<file path="config.mk">
export PLATFORM = sky130hd
export DESIGN_NAME = uart_tx
export DESIGN_NICKNAME = d
export VERILOG_FILES = /design/src/rtl/uart_tx_pkg.sv /design/src/rtl/uart_baud_tick.sv /design/src/rtl/uart_tx.sv
export SDC_FILE = /design/constraint.sdc
export NUM_CORES = 1
export LEC_CHECK = 0
export CAP_MARGIN = 20
export CORE_ASPECT_RATIO = 0.75
export CORE_UTILIZATION = 47
export DETAILED_ROUTE_END_ITERATION = 16
export PLACE_DENSITY = 0.73
export RECOVER_POWER = 50
export SETUP_SLACK_MARGIN = 0.15
export SYNTH_ARGS = -nofsm -noshare
export SYNTH_HDL_FRONTEND = slang
export SYNTH_SLANG_ARGS = --single-unit
</file>
<file path="constraint.sdc">
create_clock -name sysclk -period 1.7 [get_ports sysclk]
set_clock_uncertainty 0.05 [all_clocks]
set_input_delay 0.425 -clock sysclk [delete_from_list [all_inputs] [get_ports sysclk]]
set_output_delay 0.425 -clock sysclk [all_outputs]
set_load 0.005 [all_outputs]
</file>
<file path="src/rtl/uart_tx_pkg.sv">
// Shared defaults, state encoding and sizing helper for the UART transmitter.
// Frame-format defaults must match the receiver on the same link.
package uart_tx_pkg;

    localparam int unsigned DEF_SYSCLK_FREQUENCY_HZ = 1_000_000;
    localparam int unsigned DEF_BAUDRATE            = 100_000;
    localparam int unsigned DEF_DATA_LENGTH         = 8;
    localparam bit          DEF_DOUBLE_STOPBIT      = 1'b0;
    localparam logic [1:0]  DEF_PARITY              = 2'b00;

    typedef enum logic [2:0] {
        StIdle   = 3'd0,
        StStart  = 3'd1,
        StData   = 3'd2,
        StParity = 3'd3,
        StStop   = 3'd4
    } tx_state_e;

    // Counter width for a value range of 0..n-1, never narrower than one bit.
    function automatic int unsigned cnt_width(input int unsigned n);
        return (n > 1) ? $clog2(n) : 1;
    endfunction

endpackage

</file>
<file path="src/rtl/uart_baud_tick.sv">
// Symbol-period cycle counter: wraps at CYCLES-1 and flags that cycle with o_tick.
module uart_baud_tick
    import uart_tx_pkg::*;
#(
    parameter int unsigned CYCLES = 10
) (
    input  logic i_clk,
    input  logic i_rst_n,
    input  logic i_clear,
    output logic o_tick
);

    localparam int unsigned        CNT_W = cnt_width(CYCLES);
    localparam logic [CNT_W-1:0]   LAST  = CNT_W'(CYCLES - 1);

    logic [CNT_W-1:0] r_cnt;

    always_ff @(posedge i_clk or negedge i_rst_n) begin
        if (!i_rst_n) begin
            r_cnt <= '0;
        end else if (i_clear || (r_cnt == LAST)) begin
            r_cnt <= '0;
        end else begin
            r_cnt <= r_cnt + CNT_W'(1);
        end
    end

    assign o_tick = (r_cnt == LAST);

endmodule

</file>
<file path="src/rtl/uart_tx.sv">
// UART transmitter: one word per valid/ready handshake, sent LSB first as
// start, data, optional parity and one or two stop bits on a registered line.
module uart_tx
    import uart_tx_pkg::*;
#(
    parameter int unsigned SYSCLK_FREQUENCY_HZ = DEF_SYSCLK_FREQUENCY_HZ,
    parameter int unsigned BAUDRATE            = DEF_BAUDRATE,
    parameter int unsigned DATA_LENGTH         = DEF_DATA_LENGTH,
    parameter bit          DOUBLE_STOPBIT      = DEF_DOUBLE_STOPBIT,
    parameter logic [1:0]  PARITY              = DEF_PARITY
) (
    input  logic                   sysclk,
    input  logic                   rst_n,
    input  logic                   tx_valid,
    input  logic [DATA_LENGTH-1:0] tx_data,
    output logic                   tx_ready,
    output logic                   active,
    output logic                   done,
    output logic                   serial
);

    localparam int unsigned      CLK_CYCLES_PER_SYMBOL = SYSCLK_FREQUENCY_HZ / BAUDRATE;
    localparam int unsigned      IDX_W    = cnt_width(DATA_LENGTH);
    localparam logic [IDX_W-1:0] LAST_IDX = IDX_W'(DATA_LENGTH - 1);

    tx_state_e              r_state, w_state_d;
    logic [DATA_LENGTH-1:0] r_shift, w_shift_d;
    logic [IDX_W-1:0]       r_bit_idx, w_bit_idx_d;
    logic                   r_stop_idx, w_stop_idx_d;
    logic                   r_parity, w_parity_d;
    logic                   r_serial, w_serial_d;
    logic                   w_tick;
    logic                   w_clear;
    logic                   w_last_stop;

    // Counter is held at zero while idle so START always gets a full symbol.
    assign w_clear     = (r_state == StIdle);
    assign w_last_stop = !DOUBLE_STOPBIT || r_stop_idx;

    uart_baud_tick #(
        .CYCLES(CLK_CYCLES_PER_SYMBOL)
    ) u_baud_tick (
        .i_clk  (sysclk),
        .i_rst_n(rst_n),
        .i_clear(w_clear),
        .o_tick (w_tick)
    );

    always_ff @(posedge sysclk or negedge rst_n) begin
        if (!rst_n) begin
            r_state    <= StIdle;
            r_shift    <= '0;
            r_bit_idx  <= '0;
            r_stop_idx <= 1'b0;
            r_parity   <= 1'b0;
            r_serial   <= 1'b1;
        end else begin
            r_state    <= w_state_d;
            r_shift    <= w_shift_d;
            r_bit_idx  <= w_bit_idx_d;
            r_stop_idx <= w_stop_idx_d;
            r_parity   <= w_parity_d;
            r_serial   <= w_serial_d;
        end
    end

    always_comb begin
        w_state_d    = r_state;
        w_shift_d    = r_shift;
        w_bit_idx_d  = r_bit_idx;
        w_stop_idx_d = r_stop_idx;
        w_parity_d   = r_parity;
        case (r_state)
            StIdle: begin
                if (tx_valid) begin
                    w_state_d    = StStart;
                    w_shift_d    = tx_data;
                    w_parity_d   = PARITY[0] ^ (^tx_data);
                    w_bit_idx_d  = '0;
                    w_stop_idx_d = 1'b0;
                end
            end
            StStart: begin
                if (w_tick) w_state_d = StData;
            end
            StData: begin
                if (w_tick) begin
                    w_shift_d = r_shift >> 1;
                    if (r_bit_idx == LAST_IDX) begin
                        w_bit_idx_d = '0;
                        w_state_d   = (PARITY != 2'b00) ? StParity : StStop;
                    end else begin
                        w_bit_idx_d = r_bit_idx + IDX_W'(1);
                    end
                end
            end
            StParity: begin
                if (w_tick) w_state_d = StStop;
            end
            StStop: begin
                if (w_tick) begin
                    if (w_last_stop) begin
                        w_stop_idx_d = 1'b0;
                        w_state_d    = StIdle;
                    end else begin
                        w_stop_idx_d = 1'b1;
                    end
                end
            end
            default: w_state_d = StIdle;
        endcase
    end

    // Line level is computed from the next state so the register changes
    // exactly on symbol boundaries.
    always_comb begin
        tx_ready   = 1'b0;
        active     = 1'b0;
        done       = 1'b0;
        w_serial_d = 1'b1;
        case (r_state)
            StIdle:                    tx_ready = 1'b1;
            StStart, StData, StParity: active   = 1'b1;
            StStop: begin
                active = 1'b1;
                done   = w_tick && w_last_stop;
            end
            default: ;
        endcase
        case (w_state_d)
            StStart:  w_serial_d = 1'b0;
            StData:   w_serial_d = w_shift_d[0];
            StParity: w_serial_d = w_parity_d;
            default:  w_serial_d = 1'b1;
        endcase
    end

    assign serial = r_serial;

endmodule
</file>
# Word-level counts from Yosys, hierarchy flattened
# Cells that the tools add are included.
word_totals:
  regBits: 20
  input_bits: 11
  output_inout_bits: 4
  elab_cells: 47
op_classes:
  addsub: 2
  eq_ne: 11
  muxes: 21
  n_reduce_logical: 6
op_table:
  columns: ["op", "n"]
  rows:
  - ["$mux W3", 9]
  - ["$mux W8", 2]
  - ["$pmux W8 S2", 1]
  - ["$pmux W3 S5", 1]
  - ["$eq A3 B2 Y1 const B", 4]
  - ["$reduce_xor A8 Y1", 1]
  - ["$eq A3 B1 Y1 const B", 2]
  - ["$eq A3 B3 Y1 const B", 2]
  - ["$pmux W3 S2", 1]
  - ["$mux W1", 5]
  - ["$add A4 B1 Y4 const B", 1]
  - ["$eq A4 B4 Y1 const B", 1]
  - ["$mux W4", 1]
  - ["$reduce_or A4 Y1", 1]
  - ["$add A3 B1 Y3 const B", 1]
  - ["$logic_not A3 Y1", 1]
  - ["$pmux W1 S3", 1]
  - ["$reduce_and A3 Y1", 1]
  - ["$ne A2 B1 Y1 const B", 1]
  - ["$ne A2 B2 Y1 const B", 1]
  - ["$reduce_bool A2 Y1", 1]
  - ["$logic_or A1 B1 Y1", 1]

# Logic depth before layout (Yosys ltp)
logic_depth:
  ltp_word: 6
  ltp_mapped: 8
  mapped_depth_nobuf: 6

# Cells and area by module
# A second synthesis with hierarchy kept.
hier_totals:
  cells_unflattened: 104
  area_unflattened_um2: 1041.0
by_module_without_submodules:
  columns: ["module", "n_inst", "cells_each", "area_each_um2", "seq_area_each_um2"]
  rows:
  - ["uart_tx", 1, 84, 837.1, 401.6]
  - ["uart_baud_tick", 1, 20, 203.9, 100.1]

# Worst setup path before layout
# Ideal clock, no wire load.
synth_timing:
  kind: "flip-flop to flip-flop"
  start: "reg u_baud_tick.r_cnt[0]"
  end: "reg r_serial (netlist: serial)"
  setup_time_ns: 0.094
  t_arrival_ns: 1.510
  t_required_ns: 1.556
  path_slack_ns: 0.045
  stages_incl_launch_ff: 7
  n_path_buf: 1
  period_less_slack_ns: 1.655
  cell_sequence: "dfrtp_1 ha_1 and3b_1 buf_6 a32o_1 a2111oi_2 o32ai_1"
synth_via:
  elab_chain_cells: 5
  word_cells_on_any_way: 12
  classes_between: "eq/ne (4); mux (8)"
synth_lines:
  columns: ["element", "line", "text"]
  rows:
  - ["start, declared", "uart_baud_tick.sv:16", "logic [CNT_W-1:0] r_cnt;"]
  - ["start signal, assigned", "uart_baud_tick.sv:24", "r_cnt <= r_cnt + CNT_W'(1);"]
  - ["$eq A4 B4 Y1 *", "uart_baud_tick.sv:28", "assign o_tick = (r_cnt == LAST);"]
  - ["$mux W3 (on tied branches)", null, null]
  - ["$pmux W3 S5", "uart_tx.sv:73", "case (r_state)"]
  - ["$eq A3 B2 Y1 / $eq A3 B1 Y1 (equally long branches)", "uart_tx.sv:130", "case (w_state_d)"]
  - ["$pmux W1 S3 *", "uart_tx.sv:130", null]
  - ["named net w_serial_d", "uart_tx.sv:31", "logic r_serial, w_serial_d;"]
  - ["end signal, assigned", "uart_tx.sv:63", "r_serial <= w_serial_d;"]
  - ["end, declared", "uart_tx.sv:31", null]
# Mark *: on every way through the listed nets, which the timed path passes. The rest lies on a longest branch. The select of a mux whose other input is x is not followed.
# A chain may end at the register's enable or synchronous reset.

# Worst setup path after layout
layout_timing:
  start: "reg r_state[1]"
  end: "reg r_shift[7]"
layout_via:
  elab_chain_cells: 3
  word_cells_on_any_way: 7
  classes_between: "eq/ne (3); mux (1); reduce/logical (3)"
layout_lines:
  columns: ["element", "line", "text"]
  rows:
  - ["start, declared", "uart_tx.sv:26", "tx_state_e r_state, w_state_d;"]
  - ["start signal, assigned", "uart_tx.sv:51", "r_state <= StIdle;"]
  - ["start signal, assigned", "uart_tx.sv:58", "r_state <= w_state_d;"]
  - ["$eq A3 B2 Y1 / $logic_not A3 Y1 (equally long branches)", "uart_tx.sv:73", null]
  - ["$ne A2 B1 Y1 (no line) (tied with other cells)", null, null]
  - ["$reduce_and A3 Y1 (no line)", null, null]
  - ["end signal, assigned", "uart_tx.sv:59", "r_shift <= w_shift_d;"]
  - ["end, declared", "uart_tx.sv:27", "logic [DATA_LENGTH-1:0] r_shift, w_shift_d;"]
# Parallel ways exist; a longest one is shown, timed or not.

==> flow_summary.toml <==
[critical_path]
timing.rr.end = "r_shift[7]$_DFFE_PN0P_"
critPathMaxStageDelay_ps = 430
crit_cells = 7
r2r-start = "r_state[1]$_DFF_PN0_"
cp_slowest_cell = "dfrtp_1"
ff2ff_path_depth = 7
critical_path_class = "flop to flop"
cpMostUsedCell = "buf_6"
rrSetupSlack_ps = -60
critPathBufInv = 4
worst_setup_path_end_kind = "flop"
crit_fanout = 5
path_delay_family = "buffers and inverters"
cp.arrival_ps = 1920
cp.required_ps = 1860
path_cells = "buf_6 -> buf_6 -> nor4b_4 -> buf_4 -> a21oi_4 -> buf_6 -> a22o_1"
crit_start = "r_state[1]$_DFF_PN0_"
cp-endpoint = "r_shift[7]$_DFFE_PN0P_"
cp-start-kind = "flop"

[cts]
clk_pin_slew_ps = 110
cts.root.buffer_cell = "clkbuf_4"
clk_latency_ps = 310
htreeDepth = 1
cts_hold_buffers = 0
cts.path.max_buffers = 2
clock-sinks = 20
cts_buffers = 3
cts_tree = "done"

[global_route]
track_usage_pct = 23.4
grt_pass1_wl_mm = 4.22
grt_pass1_vias = 886
grt_max_degree = 15
antenna_found_initial = 0
grt-ovfl-total = 0

[power_and_ir_drop]
clkPwrFrac_pct = 12.0
p_leak_nw = 0.689
p_per_area_nw_per_um2 = 1530
netSwitchingFraction_pct = 36.7
p_total_mw = 2.33
seq_power_share_pct = 36.4
pwr-share-comb_pct = 51.6
p_int_mw = 1.48
ir_worst_vdd_uv = 1210
p_switching_mw = 0.855

[synth]
synth_area_leaders = "dfrtp_1, xnor2_1, nand2_1"
syn_area_um2 = 1050
synth_fp_nets = 116
synth_area_leader_cell = "dfrtp_1"
synth.top_cell.area_share_pct = 45.3
synth_edf_count = 0
ys_warn_count = 0
synthFlopType = "dfrtp_1"
synth_most_common_cell = "dfrtp_1"
postSynthCellCount = 101
ys_seq_area_share_pct = 47.9
ys_seq_elements = 20
postSynthAreaPerCell_um2 = 10.4
synth_common_cells = "dfrtp_1, nand2_1, xnor2_1"
async_flop_share_pct = 100
ys_types = 34

[run_status]
violations = "setup timing"
status = "finished with violations"

[routing]
drt_iter0_drc = 33
firstDrtPassIters = 4
wl_met1_mm = 1.13
via_per_inst = 5.47
met2_length_mm = 1.19
routed_wl_mm = 2.42
met3_length_um = 88
routed.top_layer = "met4"
drc = 0
avgRoutedWirePerCell_um = 14.9
drtAntennaViolNets = 0
num_vias = 891

[sta]
fin_crit_sh_pct = 104
fmax_ghz = 0.567
hold_violations = 0
slew_viol_final = 0
setup_ws_ps = -62.4
relSlewSlack_pct = 46.8
period_minus_slack_ps = 1760
worst_slew_pin_slew_ps = 798
rsz0062_at_grt = "yes"
setup_violations = 6

[die]
start_util_pct = 51.2
ioPinCount = 15
die-area_um2 = 2430
die_w_um = 56.5
core_area_um2 = 2050
fp-row-count = 14
die_h_um = 42.9

[layout]
area_growth_syn_to_layout_pct = 45.1
drive_gt1_share_pct = 43.2
stdcell_count = 163
n_antenna_cell = 0
nets = 155

[placement]
place_hpwl_mm = 1.60
dpl.cell_count = 147
portBuffers = 14
dp_slack_ps = -157
gp_congestion = 0.809

[hold_path]
min-delay-path-class = "input port to async pin"

[run]
cap_violations = 0
## what timing repair did
item,in CTS,in global routing
setup endpoints to repair,14,18
pin swaps,16,5
gates resized for setup,32,17
buffers inserted,8,4
gates cloned,0,0
## registers in the layout, summed over array words and instances, names as in the netlist
signal / cells
r_shift: 8
r_parity: 1
r_state: 3
u_baud_tick.r_cnt: 4
serial: 1
r_bit_idx: 3
## metrics by stage
stage | hold WS (ps) | util, % | setup TNS [ps] | area [um^2]
floorplan | 79.4 | - | 0 | 1050
global placement | 412 | 63.4 | -785 | 1300
detailed placement | 418 | 63.4 | -999 | 1300
CTS | 334 | 70.5 | -53.2 | 1440
global route | 371 | 74.2 | -905 | 1520
finish | 379 | 74.2 | -162 | 1520
## logic make-up (layout without fill, tap and decap cells)
logic type | after synthesis | count (layout) | share of synthesized area (%)
flops | 20 | 20 | 47.9
compound gates | 21 | 21 | 14.4
fa+ha+maj | 4 | 4 | 4.77
xor+xnor | 10 | 10 | 8.35
simple gates | 38 | 38 | 20.2
buf+inv | 8 | 46 | 4.41
## cells in the final DEF (no fill, tap or decap), types with 2 or more instances in the layout
master / Yosys / routed
o21ai_1: 2 / 2
clkdlybuf4s50_1: 0 / 9
a22oi_1: 6 / 6
dfrtp_1: 19 / 19
buf_6: 1 / 8
xnor2_1: 9 / 8
buf_4: 1 / 17
nand2_2: 0 / 11
nor2_1: 8 / 7
nand3b_1: 3 / 3
a21oi_1: 3 / 2
ha_1: 4 / 3
buf_2: 3 / 3
nand2b_1: 2 / 2
clkbuf_4: 0 / 3
nand2_1: 17 / 5
## power groups by stage
stage | registers, mW | clock network, mW | logic [mW]
finish | 0.849 | 0.281 | 1.20
global route | 0.876 | 0.311 | 1.32
CTS | 0.824 | 0.291 | 1.05
detailed placement | 0.825 | 0 | 0.895
global placement | 0.816 | 0 | 0.857
floorplan | 0.816 | 0 | 0.546
## worst register-to-register path: stages (launching register included)
cell     delay, ps
dfrtp_1        430
buf_6          140
buf_6          120
nor4b_4        360
buf_4          200
a21oi_4         50
buf_6          150
a22o_1         170
## how the worst min path moves through the flow
stage / cells past startpoint / start / to
after floorplan: 0 / rst_n / r_bit_idx[0]$_DFFE_PN0P_
after global placement: 2 / r_shift[2]$_DFFE_PN0P_ / r_shift[2]$_DFFE_PN0P_
after detailed placement: 2 / r_shift[2]$_DFFE_PN0P_ / r_shift[2]$_DFFE_PN0P_
after CTS: 1 / rst_n / r_shift[0]$_DFF_PN0_
after global routing: 1 / rst_n / r_shift[0]$_DFF_PN0_
final: 1 / rst_n / r_shift[0]$_DFF_PN0_
## routing by layer
layer,GRT usage [%],vias to the layer above
met5,0,-
met4,8.29,0
met3,5.49,3
met2,37.9,19
met1,30.8,444
li1,-,425
## cell type report
class,instances,area [um^2]
Clock buffer,4,36.3
Fill cell,131,528
Inverter,2,7.51
Multi-Input combinational cell,73,599
Sequential cell,20,502
Tap cell,24,30.0
Timing Repair Buffer,40,347
(Power assumes the default switching activity.)
